[src/rtl/muldiv_pkg.sv]
// ---------------------------------------------------------------------------
// muldiv_pkg
// Shared definitions for the sequential multiply/divide unit.
//   OP_*      : operation encodings driven on the op bus (bit 1 = divide,
//               bit 0 = signed).
//   state_e   : control FSM states.
//   MD_N      : default operand width.
//   cnt_width : width of the iteration counter for a given operand width.
// ---------------------------------------------------------------------------
package muldiv_pkg;

  localparam logic [1:0] OP_MULTU = 2'b00;
  localparam logic [1:0] OP_MULT  = 2'b01;
  localparam logic [1:0] OP_DIVU  = 2'b10;
  localparam logic [1:0] OP_DIV   = 2'b11;

  typedef enum logic [1:0] {
    IDLE = 2'd0,
    CALC = 2'd1,
    FIX  = 2'd2
  } state_e;

  localparam int MD_N     = 32;
  localparam int MD_CNT_W = $clog2(MD_N + 1);

  // Counter must hold the value n itself, hence n+1 codes.
  function automatic int cnt_width(input int n);
    return $clog2(n + 1);
  endfunction

endpackage

[src/rtl/muldiv_if.sv]
// ---------------------------------------------------------------------------
// muldiv_if
// Bus between the EX stage (master) and the multiply/divide unit (slave).
//   start/op/A/B      : operation launch and operands
//   wr_hi/wr_lo/wr_data : MTHI/MTLO writes
//   busy/done/dz      : status (dz only meaningful while done=1)
//   hi/lo             : result registers
// ---------------------------------------------------------------------------
interface muldiv_if #(
  parameter int N = 32
);
  logic         start;
  logic [1:0]   op;
  logic [N-1:0] A;
  logic [N-1:0] B;
  logic         wr_hi;
  logic         wr_lo;
  logic [N-1:0] wr_data;
  logic         busy;
  logic         done;
  logic         dz;
  logic [N-1:0] hi;
  logic [N-1:0] lo;

  modport master (
    output start, op, A, B, wr_hi, wr_lo, wr_data,
    input  busy, done, dz, hi, lo
  );

  modport slave (
    input  start, op, A, B, wr_hi, wr_lo, wr_data,
    output busy, done, dz, hi, lo
  );
endinterface

[src/rtl/muldiv_addsub.sv]
// ---------------------------------------------------------------------------
// addsub_n
// W-bit adder/subtractor shared by the multiply and divide iterations.
//   i_a, i_b : operands
//   i_sub    : 0 = i_a + i_b, 1 = i_a - i_b
//   o_sum    : W-bit result
//   o_cb     : carry out when adding, borrow out when subtracting
// ---------------------------------------------------------------------------
module addsub_n #(
  parameter int W = 33
) (
  input  logic [W-1:0] i_a,
  input  logic [W-1:0] i_b,
  input  logic         i_sub,
  output logic [W-1:0] o_sum,
  output logic         o_cb
);
  logic [W-1:0] w_b_eff;
  logic [W:0]   w_full;

  assign w_b_eff = i_sub ? ~i_b : i_b;
  assign w_full  = {1'b0, i_a} + {1'b0, w_b_eff} + {{W{1'b0}}, i_sub};
  assign o_sum   = w_full[W-1:0];
  // Subtraction is a + ~b + 1, so a borrow is the absence of a carry.
  assign o_cb    = w_full[W] ^ i_sub;
endmodule

[src/rtl/muldiv_unit.sv]
// ---------------------------------------------------------------------------
// muldiv_unit
// Multi-cycle radix-2 multiply/divide unit with HI/LO registers
// (MULTU, MULT, DIVU, DIV). One result bit per cycle over N cycles, then one
// sign-fix cycle: latency N+1 from the start edge to the done pulse.
//   clk     : rising-edge clock
//   reset_n : synchronous active-low reset
//   bus     : muldiv_if slave (start/op/A/B, wr_hi/wr_lo/wr_data,
//             busy/done/dz/hi/lo)
// ---------------------------------------------------------------------------
module muldiv_unit
  import muldiv_pkg::*;
#(
  parameter int N = 32
) (
  input  logic     clk,
  input  logic     reset_n,
  muldiv_if.slave  bus
);
  localparam int CW = cnt_width(N);

  state_e         r_state, w_state_next;
  logic [1:0]     r_op;
  logic [N-1:0]   r_opnd;     // multiplicand |A| or divisor |B|
  logic [N-1:0]   r_acc_hi;   // upper partial product / partial remainder
  logic [N-1:0]   r_acc_lo;   // multiplier bits / dividend-then-quotient
  logic [N-1:0]   r_hi, r_lo;
  logic [CW-1:0]  r_cnt;
  logic           r_neg_q;    // negate product or quotient at FIX
  logic           r_neg_r;    // negate remainder at FIX (dividend sign)
  logic           r_dz;
  logic           r_done;
  logic           r_dz_out;

  logic           w_accept, w_iter, w_fix;

  // ---------------- control FSM ----------------
  always_ff @(posedge clk) begin
    if (!reset_n) r_state <= IDLE;
    else          r_state <= w_state_next;
  end

  always_comb begin
    w_state_next = r_state;
    w_accept     = 1'b0;
    w_iter       = 1'b0;
    w_fix        = 1'b0;
    case (r_state)
      IDLE: begin
        if (bus.start) begin
          w_accept     = 1'b1;
          w_state_next = CALC;
        end
      end
      CALC: begin
        w_iter = 1'b1;
        // Counter is about to reach 0 on this edge.
        if (r_cnt == CW'(1)) w_state_next = FIX;
      end
      FIX: begin
        w_fix        = 1'b1;
        w_state_next = IDLE;
      end
      default: w_state_next = IDLE;
    endcase
  end

  // ---------------- operand preparation ----------------
  logic         w_signed_in, w_div_in, w_a_neg, w_b_neg;
  logic [N-1:0] w_a_mag, w_b_mag;

  assign w_signed_in = bus.op[0];
  assign w_div_in    = bus.op[1];
  assign w_a_neg     = w_signed_in & bus.A[N-1];
  assign w_b_neg     = w_signed_in & bus.B[N-1];
  assign w_a_mag     = w_a_neg ? -bus.A : bus.A;
  assign w_b_mag     = w_b_neg ? -bus.B : bus.B;

  // ---------------- iteration datapath ----------------
  logic         w_is_div;
  logic [N:0]   w_add_a, w_add_b, w_sum, w_pp;
  logic         w_cb;
  logic [N-1:0] w_acc_hi_next, w_acc_lo_next;

  assign w_is_div = r_op[1];
  // Divide: remainder shifted left with the next dividend bit pulled in.
  // Multiply: upper half of the partial product, zero-extended.
  assign w_add_a  = w_is_div ? {r_acc_hi, r_acc_lo[N-1]} : {1'b0, r_acc_hi};
  assign w_add_b  = {1'b0, r_opnd};

  addsub_n #(.W(N + 1)) u_addsub (
    .i_a   (w_add_a),
    .i_b   (w_add_b),
    .i_sub (w_is_div),
    .o_sum (w_sum),
    .o_cb  (w_cb)
  );

  always_comb begin
    w_acc_hi_next = r_acc_hi;
    w_acc_lo_next = r_acc_lo;
    w_pp          = '0;
    if (w_is_div) begin
      // Restoring step: keep the difference only when it did not borrow.
      w_acc_hi_next = w_cb ? w_add_a[N-1:0] : w_sum[N-1:0];
      w_acc_lo_next = {r_acc_lo[N-2:0], ~w_cb};
    end else begin
      w_pp          = r_acc_lo[0] ? w_sum : w_add_a;
      w_acc_hi_next = w_pp[N:1];
      w_acc_lo_next = {w_pp[0], r_acc_lo[N-1:1]};
    end
  end

  // ---------------- sign fix ----------------
  logic [2*N-1:0] w_prod, w_prod_neg;
  logic [N-1:0]   w_hi_res, w_lo_res;

  assign w_prod     = {r_acc_hi, r_acc_lo};
  assign w_prod_neg = -w_prod;

  always_comb begin
    w_hi_res = r_acc_hi;
    w_lo_res = r_acc_lo;
    if (!w_is_div) begin
      {w_hi_res, w_lo_res} = r_neg_q ? w_prod_neg : w_prod;
    end else begin
      // With a zero divisor the remainder register ends up holding |A|,
      // so the dividend-sign fix restores the original A.
      w_lo_res = r_dz ? '1 : (r_neg_q ? -r_acc_lo : r_acc_lo);
      w_hi_res = r_neg_r ? -r_acc_hi : r_acc_hi;
    end
  end

  // ---------------- registers ----------------
  always_ff @(posedge clk) begin
    if (!reset_n) begin
      r_op     <= OP_MULTU;
      r_opnd   <= '0;
      r_acc_hi <= '0;
      r_acc_lo <= '0;
      r_hi     <= '0;
      r_lo     <= '0;
      r_cnt    <= '0;
      r_neg_q  <= 1'b0;
      r_neg_r  <= 1'b0;
      r_dz     <= 1'b0;
      r_done   <= 1'b0;
      r_dz_out <= 1'b0;
    end else begin
      r_done   <= 1'b0;
      r_dz_out <= 1'b0;
      if (w_accept) begin
        // start wins over a same-cycle MTHI/MTLO.
        r_op     <= bus.op;
        r_opnd   <= w_div_in ? w_b_mag : w_a_mag;
        r_acc_lo <= w_div_in ? w_a_mag : w_b_mag;
        r_acc_hi <= '0;
        r_cnt    <= CW'(N);
        r_neg_q  <= w_a_neg ^ w_b_neg;
        r_neg_r  <= w_a_neg;
        r_dz     <= w_div_in && (bus.B == '0);
      end else if (r_state == IDLE) begin
        if (bus.wr_hi) r_hi <= bus.wr_data;
        if (bus.wr_lo) r_lo <= bus.wr_data;
      end
      if (w_iter) begin
        r_cnt    <= r_cnt - CW'(1);
        r_acc_hi <= w_acc_hi_next;
        r_acc_lo <= w_acc_lo_next;
      end
      if (w_fix) begin
        r_hi     <= w_hi_res;
        r_lo     <= w_lo_res;
        r_done   <= 1'b1;
        r_dz_out <= r_dz;
      end
    end
  end

  assign bus.busy = (r_state != IDLE);
  assign bus.done = r_done;
  assign bus.dz   = r_dz_out;
  assign bus.hi   = r_hi;
  assign bus.lo   = r_lo;
endmodule

[src/flat_wrapper.sv]
// flat-port wrapper written by rule: the top's interface ports become plain ports
module muldiv_unit_flat import muldiv_pkg::*;
#(
  parameter int N = 32
)
  (clk, reset_n, bus_start, bus_op, bus_A, bus_B, bus_wr_hi, bus_wr_lo, bus_wr_data, bus_busy, bus_done, bus_dz, bus_hi, bus_lo);
  muldiv_if #(.N(N)) bus_i ();
  input  logic clk;
  input  logic reset_n;
  input wire logic [$bits(bus_i.start)-1:0] bus_start;
  input wire logic [$bits(bus_i.op)-1:0] bus_op;
  input wire logic [$bits(bus_i.A)-1:0] bus_A;
  input wire logic [$bits(bus_i.B)-1:0] bus_B;
  input wire logic [$bits(bus_i.wr_hi)-1:0] bus_wr_hi;
  input wire logic [$bits(bus_i.wr_lo)-1:0] bus_wr_lo;
  input wire logic [$bits(bus_i.wr_data)-1:0] bus_wr_data;
  output wire logic [$bits(bus_i.busy)-1:0] bus_busy;
  output wire logic [$bits(bus_i.done)-1:0] bus_done;
  output wire logic [$bits(bus_i.dz)-1:0] bus_dz;
  output wire logic [$bits(bus_i.hi)-1:0] bus_hi;
  output wire logic [$bits(bus_i.lo)-1:0] bus_lo;
  assign bus_i.start = bus_start;
  assign bus_i.op = bus_op;
  assign bus_i.A = bus_A;
  assign bus_i.B = bus_B;
  assign bus_i.wr_hi = bus_wr_hi;
  assign bus_i.wr_lo = bus_wr_lo;
  assign bus_i.wr_data = bus_wr_data;
  assign bus_busy = bus_i.busy;
  assign bus_done = bus_i.done;
  assign bus_dz = bus_i.dz;
  assign bus_hi = bus_i.hi;
  assign bus_lo = bus_i.lo;
  muldiv_unit #(.N(N)) u_core (.clk(clk), .reset_n(reset_n), .bus(bus_i));
endmodule
[config.mk]
export PLATFORM = sky130hd
export DESIGN_NAME = muldiv_unit_flat
export DESIGN_NICKNAME = d
export VERILOG_FILES = /design/src/rtl/muldiv_pkg.sv /design/src/rtl/muldiv_if.sv /design/src/rtl/muldiv_addsub.sv /design/src/rtl/muldiv_unit.sv /design/src/flat_wrapper.sv
export SDC_FILE = /design/constraint.sdc
export NUM_CORES = 1
export LEC_CHECK = 0
export CORE_UTILIZATION = 60
export CTS_BUF_LIST = sky130_fd_sc_hd__clkbuf_2 sky130_fd_sc_hd__clkbuf_4 sky130_fd_sc_hd__clkbuf_8
export DETAILED_ROUTE_END_ITERATION = 7
export HOLD_SLACK_MARGIN = 0.12
export PLACE_DENSITY = 0.85
export SLEW_MARGIN = 25
export SYNTH_ARGS = -nofsm -noshare
export SYNTH_HDL_FRONTEND = slang
export SYNTH_SLANG_ARGS = --single-unit
[constraint.sdc]
create_clock -name clk -period 12.7 [get_ports clk]
set_clock_uncertainty 0.15 [all_clocks]
set_input_delay 1.905 -clock clk [delete_from_list [all_inputs] [get_ports clk]]
set_output_delay 1.905 -clock clk [all_outputs]
set_load 0.03 [all_outputs]
Yosys cells after proc, flatten, opt, wreduce, memory -nomap -nowiden:

Cells that the tools add are included.

* add/subtract/negate cells: 8
* equality and inequality tests: 6
* muxes and demuxes: 38
* bitwise logic cells: 6
* reductions and logical operators: 12

Operators with widths (count)
* 2-to-1 mux 32 bit: 24
* negator 32 bit: 4
* 2-to-1 mux 33 bit: 3
* 2-to-1 mux 64 bit: 1
* negator 64 bit: 1
* adder 33 x 33 -> 34 bit: 1
* adder 34 x 1 -> 34 bit: 1
* NOT 32 -> 33 bit: 1
* zero test 32 bit: 1
* 2-to-1 mux 6 bit: 2
* nonzero test 2 bit: 5
* equality test 6 x 1 -> 1 bit, second input constant: 1
* AND reduction 3 bit: 2
* subtractor 6 x 1 -> 6 bit, second input constant: 1
* 2-to-1 mux 1 bit: 5
* 2-to-1 mux 2 bit: 2
* inequality test 2 bit, second input constant: 2
* case mux 2 bit (2 select lines): 1
* AND reduction 2 bit: 2
* AND 1 bit: 2
* equality test 2 x 1 -> 1 bit, second input constant: 1
* equality test 2 bit, second input constant: 1
* zero test 2 bit: 1
* inequality test 2 x 1 -> 1 bit, second input constant: 1
* 3 further kinds: 4

* flip-flop bits (word level): 175
* input port bits: 103
* output and inout port bits: 67

Depth between registers and ports, before layout:

Gate-level depths: netlist of run 1.

* word-level depth: 8
* depth in mapped cells: 20
* depth with buffers taken out: 13

Hierarchy:

Synthesis of run 1 repeated with hierarchy kept, for this count alone.

* cell total of the unflattened synthesis: 1946
* area, all modules: 14755.4 um^2

By module, submodules not included
* muldiv_unit: instances 1, cells each 1649, area each 12559.5 um^2, seq. area each 3483.3 um^2
* addsub_n: instances 1, cells each 297, area each 2195.9 um^2, seq. area each 0.0 um^2

Least setup slack after synthesis of run 1:

No wires, ideal clock.

* kind: reg-to-reg
* start point: reg u_core.r_op[1]
* end point: reg u_core.r_acc_hi[30]
* arrival: 4.656 ns
* path slack: 7.820 ns
* stages on the path, launching flop included: 17
* buffers on the path: 5
* clock period less this slack: 4.880 ns
* cell sequence: dfxtp_1 clkbuf_2 clkbuf_1 buf_1 clkbuf_1 buf_1 mux2_2 ha_1 nand2_1 o31ai_1 a211oi_1 o41ai_1 a221o_1 and3_1 mux2i_1 o221ai_1 o21ai_0

* longest elaborated chain between the ends: 7
* elaborated cells on any way between the ends: 9
* those cells by class: add/sub (2); mux (6); bitwise (1)

RTL lines
* start: declaration: line muldiv_unit.sv:23 `logic [1:0] r_op;`
* start signal: assignment: line muldiv_unit.sv:154 `r_op <= bus.op;`
* 2-to-1 mux 33 bit (on tied branches): line muldiv_unit.sv:88, muldiv_addsub.sv:21
* adder 33 x 33 -> 34 bit: line muldiv_addsub.sv:22 `assign w_full = {1'b0, i_a} + {1'b0, w_b_eff} + {{W{1'b0}}, i_sub};`
* adder 34 x 1 -> 34 bit: line muldiv_addsub.sv:22
* XOR 1 bit: line muldiv_addsub.sv:25 `assign o_cb = w_full[W] ^ i_sub;`
* 2-to-1 mux 32 bit: line muldiv_unit.sv:105 `w_acc_hi_next = w_cb ? w_add_a[N-1:0] : w_sum[N-1:0];`
* 2-to-1 mux 32 bit *: line muldiv_unit.sv:103 `if (w_is_div) begin`
* 2-to-1 mux 32 bit *: line muldiv_unit.sv:166 `if (w_iter) begin`
* end signal: assignment: line muldiv_unit.sv:168 `r_acc_hi <= w_acc_hi_next;`
* end: declaration: line muldiv_unit.sv:25 `logic [N-1:0] r_acc_hi;`

Every way passes the cells marked *; elsewhere a longest branch is shown, timed or not.
A chain may end at the register's enable or synchronous reset.

Worst setup path in the final report of run 1:

* start point: reg u_core.r_op[1]
* end point: reg u_core.r_acc_hi[21]

The elaborated chain is that of the path after synthesis.

==> out/metrics.cfg, run 1 <==
[final_layout]
final_cells=2259
fillers=1944
drive_gt1_share_pct=6.63
multi_input_area_um2=9720
seqCellArea_um2=3490
area_growth_pct=14.2
finalNetCount=2074
diodes=0
stdcell_area_um2=16000

[logic_synthesis]
synth_area_per_cell_um2=7.36
ys.flop_type=dfxtp_1
syn_area_um2=14000
yosys.area.top_type_share_pct=24.9
synth_top_area_cell=dfxtp_1
yosys-top-cells-area=dfxtp_1, a21oi_1, nand2_1
syn_nets=2041
ys_seq_elements=174
synth_commonest_cells=nand2_1, a21oi_1, dfxtp_1
yosysSeqAreaShare_pct=24.9
yosysMostFrequentCell=nand2_1
syn-instance-count=1900
async_flop_share_pct=0
yosys.cell_types.count=75
synth_edf_count=0
yosys_warnings=0

[setup_path]
r2r_slack_ps=7180
worstSetupEndpointType=flip-flop
r2r-end=u_core.r_acc_hi[21]$_SDFFE_PN0P_
r2r_start=u_core.r_op[1]$_SDFFE_PN0P_
cp_max_fo=86
worst-r2r-cell-count=14
arrival_ps=5710
path_class=reg2reg
critical_path.startpoint_type=flip-flop
required_ps=12890
startpoint=u_core.r_op[1]$_SDFFE_PN0P_

[timing]
setup_violations=0
slew_viol_final=0
rsz0062_at_grt=no
tns_ps=0
layout_min_cycle_time_ps=5520
max_clock_freq_mhz=181
finalHoldViolCount=0
max_slew.worst_pin.slew_ps=1060
slew_headroom_pct=29.2
finalCritPeriodShare_pct=43.5

[drt]
detail_route.wirelength_um=47300
drc=0
via_count=14956
wl_per_cell_um=20.9
ant_nets=0
drtIter0Drc=1621
drtPass1Iterations=6
via_per_inst=6.62

[place]
portBuffers=169
dp.cells=2227
place_area_um2=15500
place_hpwl_um=35700
place_congestion=0.976

[die]
die_y_um=155
num_rows=55
die-area_um2=23900
core_um2=22800
initial_core_util_pct=61.4
fp.dieW_um=155
io_pins=170

[hold_path]
hold_end=u_core.bus.lo[13]$_SDFFE_PN0P_
whs_path_depth=2
hold_path_class=reg2reg
min_from=u_core.bus.lo[13]$_SDFFE_PN0P_

[global_route]
grt_pass1_wl_um=72100
antenna_found_initial=0
grt_pass1_vias=13038
grt_max_degree=87
gr-total-overflow=0
grt_util_all_layers_pct=38.5

[flow_run]
max_cap_violations=0

[power]
p_per_area_nw_per_um2=101
p_leak_nw=5.94
finalPower_mw=1.62
peakVddDrop_uv=62.5

[clock_tree]
clk_latency_ps=490
cts_max_path_buffers=2
cts_resized=0
cts_inserted_buffers=17
h-tree-depth=4
root_buffer=clkbuf_8
tritoncts=done
cts.sinks=174
post-cts-setup-buffers=0
clk_pin_slew_ps=110
ctsHoldBuffers=0

[outcome]
status=completed

-- layout by cell type (no fill, tap or decap), types with 14 or more instances in the layout --
cell               n
nand2b_1          14
nand3b_1          20
inv_1             31
nand4_1           15
ha_1              37
nor3_1            37
mux2i_1           39
a21oi_1          197
nor4_1            17
o22ai_1           14
a211oi_1          27
nand3_1           34
o211ai_1          32
clkbuf_8          17
a31oi_1           30
nor2_1           163
mux2_2            47
o21ai_0          123
xor2_1            81
clkdlybuf4s50_1  167
or3_1             18
o221ai_1          71
nand2_1          221
o31ai_1           26
dfxtp_1          173
buf_4             17
xnor2_1           93
-- report_power, final --
part / leakage [nW] / switching [mW] / internal (mW)
combinational: 4.30 / 0.342 / 0.215
clock: 0.213 / 0.245 / 0.169
sequential: 1.42 / 0.0595 / 0.585
total: 5.94 / 0.647 / 0.969
-- worst max-delay path: stages, from the launching register on --
cell,delay [ps]
dfxtp_4,530
buf_4,800
buf_4,800
mux2_2,420
ha_1,400
a21oi_1,250
o211ai_1,120
a21oi_1,210
a31o_2,200
o21a_1,100
o31a_1,130
buf_4,440
nand2_1,340
o221ai_1,310
a211oi_1,100
-- state kept, by name, indices dropped and copies added, names as in the netlist --
| signal | cells |
|---|---|
| u_core.bus.hi | 32 |
| u_core.bus.lo | 32 |
| u_core.r_acc_hi | 32 |
| u_core.r_acc_lo | 32 |
| u_core.r_opnd | 32 |
| u_core.r_cnt | 6 |
| u_core.r_state | 2 |
| u_core.bus.done | 1 |
| u_core.bus.dz | 1 |
| u_core.r_dz | 1 |
| u_core.r_neg_q | 1 |
| u_core.r_neg_r | 1 |
| u_core.r_op | 1 |
-- worst max path at each step --
stage                                       end  cells after the start
2_1_floorplan  u_core.r_acc_hi[30]$_SDFFE_PN0P_                     16
3_3_place_gp   u_core.r_acc_hi[21]$_SDFFE_PN0P_                     14
3_5_place_dp   u_core.r_acc_hi[21]$_SDFFE_PN0P_                     14
4_1_cts        u_core.r_acc_hi[21]$_SDFFE_PN0P_                     14
5_1_grt        u_core.r_acc_hi[21]$_SDFFE_PN0P_                     14
6_report       u_core.r_acc_hi[21]$_SDFFE_PN0P_                     14
-- metal layers --
metal,vias up,global-route usage (%),routed length [µm]
met5,-,0,0
met4,0,18.0,2070
met3,113,5.94,4820
met2,913,59.7,20500
met1,6925,52.5,19900
li1,7005,-,-
-- per-stage QoR --
step	setup WS [ps]	hold WS, ps	utilization, %
6_report	7180	309	70.1
3_5_place_dp	7360	297	68.2
4_1_cts	7320	312	70.1
2_1_floorplan	7820	293	-
3_3_place_gp	7470	290	68.2
5_1_grt	6860	328	70.1
-- cell families (layout without fill, tap and decap cells) --
logic type	after synthesis	after routing	synth area share [%]
xor gates and xnor gates	174	174	10.9
adders and majority gates	38	38	3.45
and+or+nand+nor	613	613	20.6
AOI/OAI and AO/OA	609	609	27.8
muxes	86	86	6.57
buffers and inverters	206	252	5.75
DFF	174	174	24.9
-- cell type report --
cell class,instances,area share [%]
Clock buffer,17,1.46
Clock inverter,15,1.25
Inverter,34,0.799
Multi-Input combinational cell,1520,60.9
Sequential cell,174,21.8
Tap cell,313,2.45
Timing Repair Buffer,186,11.3
(Power assumes the default switching activity.)
==> run 2: changes to the inputs <==
--- a/config.mk
+++ b/config.mk
@@ -5,11 +5,11 @@
 export SDC_FILE = /design/constraint.sdc
 export NUM_CORES = 1
 export LEC_CHECK = 0
-export CORE_UTILIZATION = 60
+export CORE_UTILIZATION = 59
 export CTS_BUF_LIST = sky130_fd_sc_hd__clkbuf_2 sky130_fd_sc_hd__clkbuf_4 sky130_fd_sc_hd__clkbuf_8
 export DETAILED_ROUTE_END_ITERATION = 7
 export HOLD_SLACK_MARGIN = 0.12
-export PLACE_DENSITY = 0.85
+export PLACE_DENSITY = 0.84
 export SLEW_MARGIN = 25
 export SYNTH_ARGS = -nofsm -noshare
 export SYNTH_HDL_FRONTEND = slang
==> constraint.sdc (replaced) <==
create_clock -name clk -period 5.48 [get_ports clk]
set_clock_uncertainty 0.15 [all_clocks]
set_input_delay 0.822 -clock clk [delete_from_list [all_inputs] [get_ports clk]]
set_output_delay 0.822 -clock clk [all_outputs]
set_load 0.03 [all_outputs]
==> run 2 against run 1 <==
Effect of this change:
- final area up 0.30%
- worst hold slack better by 0.53 ps
- combinational power up 130%
- critical path depth down 2
- non-clock buffer count up 7
- utilization down 0.21 points
- clock power up 130%
- first-iteration DRC count up 11%
- critical endpoint is now u_core.r_acc_hi[25]$_SDFFE_PN0P_
- largest cell class unchanged
- highest routed layer unchanged
==> out/metrics.cfg, run 2 (synthesis results as in run 1) <==
[clock_tree]
cts.sinks=174
post-cts-setup-buffers=0
clk_pin_slew_ps=120
clk_latency_ps=500
root_buffer=clkbuf_8
tritoncts=done
cts_resized=0
h-tree-depth=4
cts_inserted_buffers=17
cts_max_path_buffers=2
ctsHoldBuffers=0

[timing]
max_clock_freq_mhz=230
slew_headroom_pct=31.7
finalHoldViolCount=0
finalCritPeriodShare_pct=79.4
rsz0062_at_grt=no
layout_min_cycle_time_ps=4350
setup_violations=0
max_slew.worst_pin.slew_ps=1020
tns_ps=0
slew_viol_final=0

[hold_path]
min_from=u_core.bus.lo[12]$_SDFFE_PN0P_
hold_path_class=reg2reg
hold_end=u_core.bus.lo[12]$_SDFFE_PN0P_
whs_path_depth=2

[final_layout]
mostFrequentLayoutCells=nand2_1, a21oi_1, dfxtp_1
fin_util_pct=69.9
final_cells=2266
drive_gt1_share_pct=6.91
final_common_cell=nand2_1
diodes=0
finalNetCount=2081
stdcell_area_um2=16000
area_growth_pct=14.5

[place]
dp.cells=2234
place_congestion=1.00
place_area_um2=15600
portBuffers=169
place_hpwl_um=35700

[drt]
drc=0
via_per_inst=6.66
wl_per_cell_um=20.7
drtPass1Iterations=6
ant_nets=0
detail_route.wirelength_um=46900
via_count=15089
drtIter0Drc=1800

[die]
core_um2=22900
initial_core_util_pct=61.0
die-area_um2=24300
fp.dieW_um=156
num_rows=55
die_y_um=156
io_pins=170

[power]
intPower_mw=2.21
clkPwrFrac_pct=25.5
p_per_area_nw_per_um2=234
p_sw_share_pct=40.9
p_comb_share_pct=34.6
seqPwrFrac_pct=39.9
p_sw_mw=1.53
p_leak_nw=5.97
peakVddDrop_uv=131

[setup_path]
crit_chain=buf_4 -> mux2_2 -> ha_1 -> a21oi_1 -> nand2_1 -> o21ai_0 -> o21ai_0 -> a21boi_0 -> nand2_1 -> xor2_1 -> o221ai_1 -> o31ai_1
cp_max_fo=42
cp_num_buf_inv=1
max_stage_delay_ps=660
worst-r2r-cell-count=12
arrival_ps=4630
r2r_start=u_core.r_op[1]$_SDFFE_PN0P_
path_class=reg2reg
worstSetupEndpointType=flip-flop
path_delay_family=compound AO/OA/AOI/OAI gates
crit_path_top_delay_cell=dfxtp_4
r2r-end=u_core.r_acc_hi[25]$_SDFFE_PN0P_
required_ps=5760
r2r_slack_ps=1130
critical_path.startpoint_type=flip-flop

[global_route]
antenna_found_initial=0
grt_pass1_vias=12958
grt_max_degree=75
grt_pass1_wl_um=71900
gr-total-overflow=0
grt_util_all_layers_pct=37.8

[outcome]
status=completed

[flow_run]
max_cap_violations=0

==> run 2: final cells by class <==
class,instances,area (µm²)
inverter,34,128
tap,313,392
sequential,174,3490
clock inverter,15,190
timing repair buffer,193,1870
multi-input combinational,1520,9720
clock buffer,17,234
fill,1924,6890
==> run 2: worst max-delay path by stage <==
| stage | startpoint | to | slack (ps) | cells past startpoint |
|---|---|---|---|---|
| floorplan | u_core.r_op[1]$_SDFFE_PN0P_ | u_core.r_acc_hi[30]$_SDFFE_PN0P_ | 600 | 16 |
| global placement | u_core.r_op[1]$_SDFFE_PN0P_ | u_core.r_acc_hi[25]$_SDFFE_PN0P_ | 1330 | 12 |
| detailed placement | u_core.r_op[1]$_SDFFE_PN0P_ | u_core.r_acc_hi[21]$_SDFFE_PN0P_ | 1210 | 12 |
| CTS | u_core.r_op[1]$_SDFFE_PN0P_ | u_core.r_acc_hi[30]$_SDFFE_PN0P_ | 1210 | 14 |
| global route | u_core.r_op[1]$_SDFFE_PN0P_ | u_core.r_acc_hi[30]$_SDFFE_PN0P_ | 730 | 14 |
| finish | u_core.r_op[1]$_SDFFE_PN0P_ | u_core.r_acc_hi[25]$_SDFFE_PN0P_ | 1130 | 12 |
==> run 2: metrics by stage <==
stage	hold WS, ps	worst slack, ps	power [mW]
detailed placement	294	1210	2.77
finish	310	1130	3.74
global route	333	734	3.90
floorplan	293	600	2.34
CTS	311	1210	3.70
global placement	287	1330	2.74
==> run 2: layer usage <==
metal	part of all wire (%)	GRT usage (%)	vias to the layer above
met1	41	52.5	6985
li1	-	-	7019
met2	43	56.3	960
met4	4.9	17.4	0
met5	0	0	-
met3	11	6.94	125
==> run 2: power groups by stage <==
| stage | registers (mW) | clock network [mW] | logic [mW] |
|---|---|---|---|
| after floorplan | 1.50 | 0 | 0.841 |
| after global placement | 1.51 | 0 | 1.24 |
| after detailed placement | 1.51 | 0 | 1.26 |
| after CTS | 1.48 | 0.954 | 1.26 |
| after global routing | 1.50 | 1.01 | 1.39 |
| final | 1.49 | 0.954 | 1.30 |
==> run 2: tightest hold or removal path: stages (launching register included) <==
cell and delay, ps:
dfxtp_1 330, nand2_1 50, a21oi_1 50
